$ cat src/rtl/dconv_ctrl.sv
// dconv_ctrl: loads per-channel parameters, streams one tile into dconv,
// and writes every valid dconv output to the output buffer.
// Ports: clk/rst (sync, active high), start/busy/done/err handshake,
//   param_rd_* (parameter memory), fmap_rd_* (feature buffer),
//   conv_* (dconv control, data and parameter buses), out_wr_* (output buffer).
module dconv_ctrl #(
    parameter int N             = 8,
    parameter int INPUT_CHANNEL = 3,
    parameter int INPUT_SIZE    = 6,
    parameter int KERNEL_SIZE   = 3,
    parameter int STRIDE        = 1,
    parameter int PADDING       = 0,
    parameter int DILATION      = 1,
    parameter int TIMEOUT       = 1024,
    localparam int KKN  = KERNEL_SIZE * KERNEL_SIZE * N,
    localparam int PW   = KKN + 37,
    localparam int OSZ  = (INPUT_SIZE + 2 * PADDING - DILATION * (KERNEL_SIZE - 1) - 1) / STRIDE + 1,
    localparam int NPIX = INPUT_SIZE * INPUT_SIZE,
    localparam int NOUT = OSZ * OSZ,
    localparam int CAW  = (INPUT_CHANNEL > 1) ? $clog2(INPUT_CHANNEL) : 1,
    localparam int FAW  = (NPIX > 1) ? $clog2(NPIX) : 1,
    localparam int OAW  = (NOUT > 1) ? $clog2(NOUT) : 1
) (
    input  logic                            clk,
    input  logic                            rst,
    input  logic                            start,
    output logic                            busy,
    output logic                            done,
    output logic                            err,
    output logic                            param_rd_en,
    output logic [CAW-1:0]                  param_rd_addr,
    input  logic [PW-1:0]                   param_rd_data,
    output logic                            fmap_rd_en,
    output logic [FAW-1:0]                  fmap_rd_addr,
    input  logic [INPUT_CHANNEL*N-1:0]      fmap_rd_data,
    output logic                            conv_rst_n,
    output logic                            conv_input_vld,
    output logic [INPUT_CHANNEL*N-1:0]      conv_input_din,
    output logic [INPUT_CHANNEL*KKN-1:0]    conv_weight_din,
    output logic [INPUT_CHANNEL*32-1:0]     conv_bias_din,
    output logic [INPUT_CHANNEL*5-1:0]      conv_shift_din,
    input  logic [INPUT_CHANNEL*N-1:0]      conv_dout,
    input  logic                            conv_dout_vld,
    input  logic                            conv_dout_end,
    output logic                            out_wr_en,
    output logic [OAW-1:0]                  out_wr_addr,
    output logic [INPUT_CHANNEL*N-1:0]      out_wr_data
);

    localparam int TW = (TIMEOUT > 1) ? $clog2(TIMEOUT) : 1;

    localparam logic [2:0] S_IDLE      = 3'd0;
    localparam logic [2:0] S_LOAD      = 3'd1;
    localparam logic [2:0] S_LOAD_WAIT = 3'd2;
    localparam logic [2:0] S_STREAM    = 3'd3;
    localparam logic [2:0] S_DRAIN     = 3'd4;
    localparam logic [2:0] S_FIN       = 3'd5;

    logic [2:0]                 state_q, state_d;
    logic [CAW-1:0]             ch_q, ch_d;
    logic [FAW-1:0]             pix_q, pix_d;
    // one bit wider than the address so a full tile does not wrap to 0
    logic [OAW:0]               wcnt_q, wcnt_d;
    logic [TW-1:0]              tcnt_q, tcnt_d;
    logic                       done_q, done_d;
    logic                       err_q, err_d;
    logic                       vld_q;
    logic                       cap_vld_q;
    logic [CAW-1:0]             cap_ch_q;
    logic [INPUT_CHANNEL*KKN-1:0] wgt_q;
    logic [INPUT_CHANNEL*32-1:0]  bias_q;
    logic [INPUT_CHANNEL*5-1:0]   shift_q;

    logic in_load, in_flow;

    assign in_load = (state_q == S_LOAD) || (state_q == S_LOAD_WAIT);
    assign in_flow = (state_q == S_STREAM) || (state_q == S_DRAIN);

    assign busy          = (state_q != S_IDLE) && (state_q != S_FIN);
    assign done          = done_q;
    assign err           = err_q;
    assign param_rd_en   = (state_q == S_LOAD);
    assign param_rd_addr = ch_q;
    assign fmap_rd_en    = (state_q == S_STREAM);
    assign fmap_rd_addr  = pix_q;
    assign conv_rst_n    = !in_load;
    assign conv_input_vld  = vld_q;
    assign conv_input_din  = fmap_rd_data;
    assign conv_weight_din = wgt_q;
    assign conv_bias_din   = bias_q;
    assign conv_shift_din  = shift_q;
    assign out_wr_en     = conv_dout_vld && in_flow;
    assign out_wr_data   = conv_dout;
    assign out_wr_addr   = wcnt_q[OAW-1:0];

    always_comb begin
        state_d = state_q;
        ch_d    = ch_q;
        pix_d   = pix_q;
        wcnt_d  = wcnt_q;
        tcnt_d  = tcnt_q;
        done_d  = 1'b0;
        err_d   = 1'b0;
        if (out_wr_en) begin
            wcnt_d = wcnt_q + (OAW+1)'(1);
        end
        unique case (state_q)
            S_IDLE: begin
                if (start) begin
                    state_d = S_LOAD;
                    ch_d    = '0;
                end
            end
            S_LOAD: begin
                wcnt_d = '0;
                if (ch_q == CAW'(INPUT_CHANNEL - 1)) begin
                    state_d = S_LOAD_WAIT;
                    ch_d    = '0;
                end else begin
                    ch_d = ch_q + CAW'(1);
                end
            end
            S_LOAD_WAIT: begin
                state_d = S_STREAM;
                pix_d   = '0;
            end
            S_STREAM: begin
                if (pix_q == FAW'(NPIX - 1)) begin
                    state_d = S_DRAIN;
                    pix_d   = '0;
                    tcnt_d  = '0;
                end else begin
                    pix_d = pix_q + FAW'(1);
                end
            end
            S_DRAIN: begin
                // wcnt_d already includes a write landing with the end flag
                if (conv_dout_end) begin
                    state_d = S_FIN;
                    if (wcnt_d == (OAW+1)'(NOUT)) begin
                        done_d = 1'b1;
                    end else begin
                        err_d = 1'b1;
                    end
                end else if (tcnt_q == TW'(TIMEOUT - 1)) begin
                    state_d = S_FIN;
                    err_d   = 1'b1;
                end else begin
                    tcnt_d = tcnt_q + TW'(1);
                end
            end
            S_FIN: begin
                state_d = S_IDLE;
            end
            default: begin
                state_d = S_IDLE;
            end
        endcase
    end

    always_ff @(posedge clk) begin
        if (rst) begin
            state_q   <= S_IDLE;
            ch_q      <= '0;
            pix_q     <= '0;
            wcnt_q    <= '0;
            tcnt_q    <= '0;
            done_q    <= 1'b0;
            err_q     <= 1'b0;
            vld_q     <= 1'b0;
            cap_vld_q <= 1'b0;
            cap_ch_q  <= '0;
            wgt_q     <= '0;
            bias_q    <= '0;
            shift_q   <= '0;
        end else begin
            state_q   <= state_d;
            ch_q      <= ch_d;
            pix_q     <= pix_d;
            wcnt_q    <= wcnt_d;
            tcnt_q    <= tcnt_d;
            done_q    <= done_d;
            err_q     <= err_d;
            vld_q     <= fmap_rd_en;
            cap_vld_q <= param_rd_en;
            cap_ch_q  <= ch_q;
            // read data trails its address by one cycle
            if (cap_vld_q) begin
                wgt_q[int'(cap_ch_q)*KKN +: KKN] <= param_rd_data[KKN-1:0];
                bias_q[int'(cap_ch_q)*32 +: 32]  <= param_rd_data[KKN +: 32];
                shift_q[int'(cap_ch_q)*5 +: 5]   <= param_rd_data[KKN+32 +: 5];
            end
        end
    end

endmodule

$ cat config.mk
export PLATFORM = sky130hd
export DESIGN_NAME = dconv_ctrl
export DESIGN_NICKNAME = d
export VERILOG_FILES = /design/src/rtl/dconv_ctrl.sv
export SDC_FILE = /design/constraint.sdc
export NUM_CORES = 1
export LEC_CHECK = 0
export BUFFER_PORTS_ARGS = -buffer_cell sky130_fd_sc_hd__buf_4
export CAP_MARGIN = 20
export CORE_AREA = 2 2 215 217
export DETAILED_ROUTE_END_ITERATION = 8
export DIE_AREA = 0 0 217 219
export PLACE_DENSITY = 0.65
export RECOVER_POWER = 50
export SYNTH_ARGS = -nofsm -noshare
export SYNTH_HDL_FRONTEND = slang
export SYNTH_SLANG_ARGS = --single-unit
$ cat constraint.sdc
create_clock -name clk -period 4.31 [get_ports clk]
set_input_delay 0.862 -clock clk [delete_from_list [all_inputs] [get_ports clk]]
set_output_delay 0.862 -clock clk [all_outputs]
set_load 0.02 [all_outputs]
**Word-level counts from Yosys, hierarchy flattened**

Cells that the tools add are included.

- Bitwise operators: 2
- Shifts and indexed selects: 6
- Add/subtract/negate cells: 7
- Reduce and logical (&&, ||, !) cells: 16
- Divide/modulo/power cells: 0
- $lt $le $gt $ge: 0
- Equality and inequality tests: 15
- Multiplexer cells: 23
- $mul: 2

Operators by type and width:

| kind | number |
|---|---|
| $bwmux W216 | 1 |
| $shift A72 B33 Y216 const A | 1 |
| $shiftx A72 B33 Y216 | 1 |
| $bwmux W96 | 1 |
| $shift A32 B33 Y96 const A | 1 |
| $shiftx A32 B33 Y96 | 1 |
| $neg A5 Y33 | 1 |
| $neg A7 Y33 | 1 |
| $neg A9 Y33 | 1 |
| $shift A5 B33 Y15 const A | 1 |
| $shiftx A5 B33 Y15 | 1 |
| $mux W10 | 3 |
| $pmux W10 S2 | 1 |
| $bwmux W15 | 1 |
| $mux W3 | 5 |
| $pmux W3 S5 | 1 |
| $pmux W6 S2 | 1 |
| $add A10 B1 Y10 const B | 1 |
| $eq A10 B10 Y1 const B | 1 |
| $reduce_and A4 Y1 | 2 |
| $add A6 B1 Y6 const B | 1 |
| $eq A3 B2 Y1 const B | 2 |
| $eq A6 B6 Y1 const B | 1 |
| $mul A2 B4 Y6 const B | 1 |
| other kinds (26) | 39 |

- Memories: 0
- Input bits: 162
- Bits in latches: 0
- Bits in writable memories: 0
- ROM bits: 0
- Register bits after elaboration: 359

**Logic depth before layout (Yosys ltp)**

- Depth after elaboration: 7
- Mapped depth: 13
- Depth with buffers taken out: 7

**Worst setup path before layout**

No wires, ideal clock.

- Path kind: reg2reg
- From: register cap_ch_q[0]
- To: register wgt_q[50], in the netlist conv_weight_din[50]
- Cell stages (with the launch flop): 12
- Required time: 4.182 ns
- Arrival time: 2.536 ns
- Period minus slack after synthesis: 2.664 ns
- Buffers on the path: 5
- Setup slack: 1.646 ns
- Library setup time: 0.128 ns
- Cells stage by stage: dfxtp_1 -> inv_1 -> buf_2 -> clkbuf_1 -> ha_1 -> buf_4 -> buf_6 -> buf_6 -> mux4_2 -> a22o_1 -> a222oi_1 -> nor2_1

- Cells in the longest elaborated chain, start to end: 4

RTL lines:

| item | line | source |
|---|---|---|
| start: declaration | 69 | `logic [CAW-1:0] cap_ch_q;` |
| start signal: assignment | 186 | `cap_ch_q <= ch_q;` |
| $mul A2 B4 Y6 (*) | 189 | `wgt_q[int'(cap_ch_q)*KKN +: KKN] <= param_rd_data[KKN-1:0];` |
| $neg A9 Y33 (*) | 189 |  |
| $shiftx A72 B33 Y216 / $shift A72 B33 Y216 (equally long branches) | 189 |  |
| $bwmux W216 (*) | 189 |  |
| end signal: indexed assignment | 189 |  |
| end: declaration | 70 | `logic [INPUT_CHANNEL*KKN-1:0] wgt_q;` |

Every way passes the cells marked *; elsewhere a longest branch is shown, timed or not.
A chain may end at the register's enable or synchronous reset.

**Worst setup path in the final report**

- From: input rst
- To: register wgt_q[118], in the netlist conv_weight_din[118]

RTL lines:

| item | line | source |
|---|---|---|
| start: declaration | 25 | `input logic rst,` |

No word-level cell between the ends.

==> flow_metrics.tcl <==
set metrics [dict create \
    drive_gt1_frac 0.156 \
    ctsResizeCount 0 \
    clk_latency_ns 0.59 \
    syn_to_final_growth_pct 20.7 \
    clkPwrFrac 0.343 \
    p_sw_mw 3.70 \
    wirelength_um 81900 \
    internal_power_mw 6.40 \
    p_comb_frac 0.287 \
    clk_path_buf_depth 3 \
    arrival_ns 3.97 \
    dp_cells 2815 \
    tritoncts "yes" \
    ios 557 \
    synth_area_um2 17200 \
    max_stage_delay_ns 1.89 \
    hp-class "reg -> reg" \
    path_max_fanout 118 \
    r2r_slack_ns 0.78 \
    max-vdd-ir-drop_v 0.000314 \
    ys.flop_type "dfxtp_1" \
    cts.reportedPaths.clkPinSlew_ns 0.06 \
    setup_tns_ns 0 \
    grt_max_degree 119 \
    outcome "finished, violations left" \
    finalMaxSlewViolations 119 \
    ys_types 82 \
    fin_skew_ns 0.0258 \
    worstPathRequired_ns 4.68 \
    vias 17500 \
    hold_viol_final 0 \
    relSlewSlack -0.683 \
    die_width_um 217 \
    synth-edff-count 0 \
    whs_path_depth 2 \
    worstMarginPinSlew_ns 2.52 \
    placed_area_um2 20600 \
    finalCritPeriodShare 0.834 \
    htreeDepth 2 \
    nets 2427 \
    syn_inst 1930 \
    viasPerCell 6.05 \
    synthArstFlopShare 0 \
    gp_congestion 0.958 \
    syn_avg_cell_area_um2 8.92 \
    ys_seq_area_frac 0.418 \
    r2r_start "cap_ch_q[0]" \
    cts_setup_buffers 0 \
    drt-wirelength-per-cell_um 28.4 \
    power_density_nw_per_um2 486 \
    cts_inserted_buffers 41 \
    drv_cap 1 \
    syn_nets 2099 \
    dieArea_um2 47500 \
    hpwl_um 61300 \
    coreArea_um2 45100 \
    grt_setup_unrepaired "false" \
    final_util 0.461 \
    grt_pass1_wl_um 116000 \
    netSwitchingFraction 0.366 \
    grt-ovfl-total 0 \
    rows 78 \
    initial_core_util 0.382 \
    crit_type "in -> reg" \
    timing.rr.end "conv_weight_din[122]" \
    period_needed_ns 3.59 \
    root_buffer "clkbuf_16" \
    ys_seq_elements 359 \
    start_kind "primary input" \
    dr.pass1.iters 6 \
    drt_iter0_markers 1977 \
    antenna_found_initial 1 \
    reg2reg_depth 8 \
    postRouteAntennaNets 0 \
    setup_violations 0 \
    drc_errors 0 \
    hp-start "conv_weight_din[83]" \
    worstPathCellList "clkbuf_4 -> clkbuf_2 -> o31ai_1" \
    grt_usage 0.331 \
    crit_slowest_cell "clkbuf_2" \
    violations "max-capacitance violations, max-slew violations" \
    hold_buffers 0 \
    p_seq_frac 0.370 \
    fin_cells 2889 \
    io_buffer_count 460 \
    die_height_um 219 \
    fmax_ghz 0.278 \
    postLayoutCellArea_um2 20800 \
    end_kind "register" \
    whs_endpoint "conv_weight_din[83]" \
    grt_pass1_vias 16700 \
    p_leak_nw 7.39 \
    num-fill-cells 4628 \
    cts.sinks 359 \
    ys_warn_count 0 \
]
kinds of logic after synthesis:
group	count (synthesis)	synth area share
multiplexers	132	0.0974
XOR/XNOR	10	0.00509
adder cells (fa/ha/maj)	7	0.00509
AND/OR/NAND/NOR	586	0.153
buffers and inverters	244	0.0779
flip-flops	359	0.418
AO/OA/AOI/OAI	592	0.244
state kept, by name (all words and copies together) (netlist names):
register / cells
cap_ch_q: 2
cap_vld_q: 1
conv_bias_din: 96
conv_input_vld: 1
conv_shift_din: 15
conv_weight_din: 216
done: 1
err: 1
fmap_rd_addr: 6
param_rd_addr: 2
state_q: 3
tcnt_q: 10
wcnt_q: 5
metal layers:
metal,track usage,routed length (um)
met3,0.110,9330
met1,0.411,31900
met2,0.520,36800
met5,0,0
met4,0.151,3910
cell usage in the layout, fill, tap and decap left out, types with 5 or more instances in the layout:
cell type / instances
o21a_1: 5
buf_4: 202
a22o_1: 32
dfxtp_1: 358
o21ai_1: 47
clkbuf_16: 42
o31ai_1: 7
clkbuf_1: 316
a22oi_1: 201
and3_1: 12
a222oi_1: 10
mux2_1: 9
mux4_2: 24
a21oi_1: 94
mux2_2: 27
inv_1: 16
a21o_1: 12
a31oi_1: 6
nand3_1: 18
nand2_1: 114
mux2i_1: 70
o2bb2ai_1: 12
nor2b_1: 16
a221oi_1: 44
or3_1: 8
nor3_1: 43
o21ai_0: 48
nor2_1: 310
clkbuf_8: 7
xor2_1: 8
nand2b_1: 13
o221ai_1: 5
o22ai_1: 9
a211oi_1: 27
and2_1: 8
worst max-delay path, delay by kind of cell:
kind | cells | cell delay, ns
buffers and inverters | 2 | 2.62
AOI/OAI and AO/OA | 1 | 0.26
metrics by stage:
stage	hold WS [ns]	setup WS (ns)	total power, mW
after floorplan	0.442	1.65	5.60
after global placement	0.438	0.933	6.74
after detailed placement	0.440	0.985	6.74
after CTS	0.448	0.940	10.2
after global routing	0.468	0.546	10.4
final	0.445	0.716	10.1
power by group through the flow:
stage	combinational (mW)	sequential, mW	clock, mW
floorplan	1.67	3.94	0
global route	3.01	3.76	3.65
global placement	2.94	3.80	0
CTS	2.95	3.74	3.52
detailed placement	2.94	3.81	0
finish	2.90	3.74	3.47
area by class of cell:
cell class | instances | area (um^2) | area share
Antenna cell | 3 | 7.51 | 0.000361
Clock buffer | 57 | 1180 | 0.0567
Clock inverter | 14 | 145 | 0.00699
Inverter | 16 | 60.1 | 0.00289
Multi-Input combinational cell | 1327 | 8740 | 0.421
Sequential cell | 359 | 7190 | 0.346
Tap cell | 600 | 751 | 0.0361
Timing Repair Buffer | 513 | 2710 | 0.130
how the worst max path moves through the flow:
stage / start / endpoint / slack [ns] / depth (start not counted)
5_1_grt: rst / conv_weight_din[118] / 0.55 / 3
3_3_place_gp: cap_ch_q[0] / conv_weight_din[213] / 0.93 / 9
4_1_cts: cap_ch_q[0] / conv_weight_din[213] / 0.94 / 9
3_5_place_dp: cap_ch_q[0] / conv_weight_din[213] / 0.99 / 9
2_1_floorplan: cap_ch_q[0] / conv_weight_din[50] / 1.65 / 11
6_report: rst / conv_weight_din[118] / 0.72 / 3
cell usage after synthesis, types with 32 or more instances:
| library cell | n | area share |
|---|---|---|
| a22o_1 | 32 | 0.016 |
| o21ai_1 | 48 | 0.014 |
| clkbuf_1 | 89 | 0.019 |
| nand2_1 | 117 | 0.026 |
| nor3_1 | 44 | 0.013 |
| buf_4 | 73 | 0.032 |
| a22oi_1 | 201 | 0.088 |
| dfxtp_1 | 359 | 0.42 |
| nor2_1 | 311 | 0.068 |
| a221oi_1 | 44 | 0.022 |
| buf_2 | 43 | 0.013 |
| o21ai_0 | 47 | 0.014 |
| mux2i_1 | 70 | 0.041 |
| a21oi_1 | 94 | 0.027 |
No activity file was read; power rests on OpenSTA's default activity.
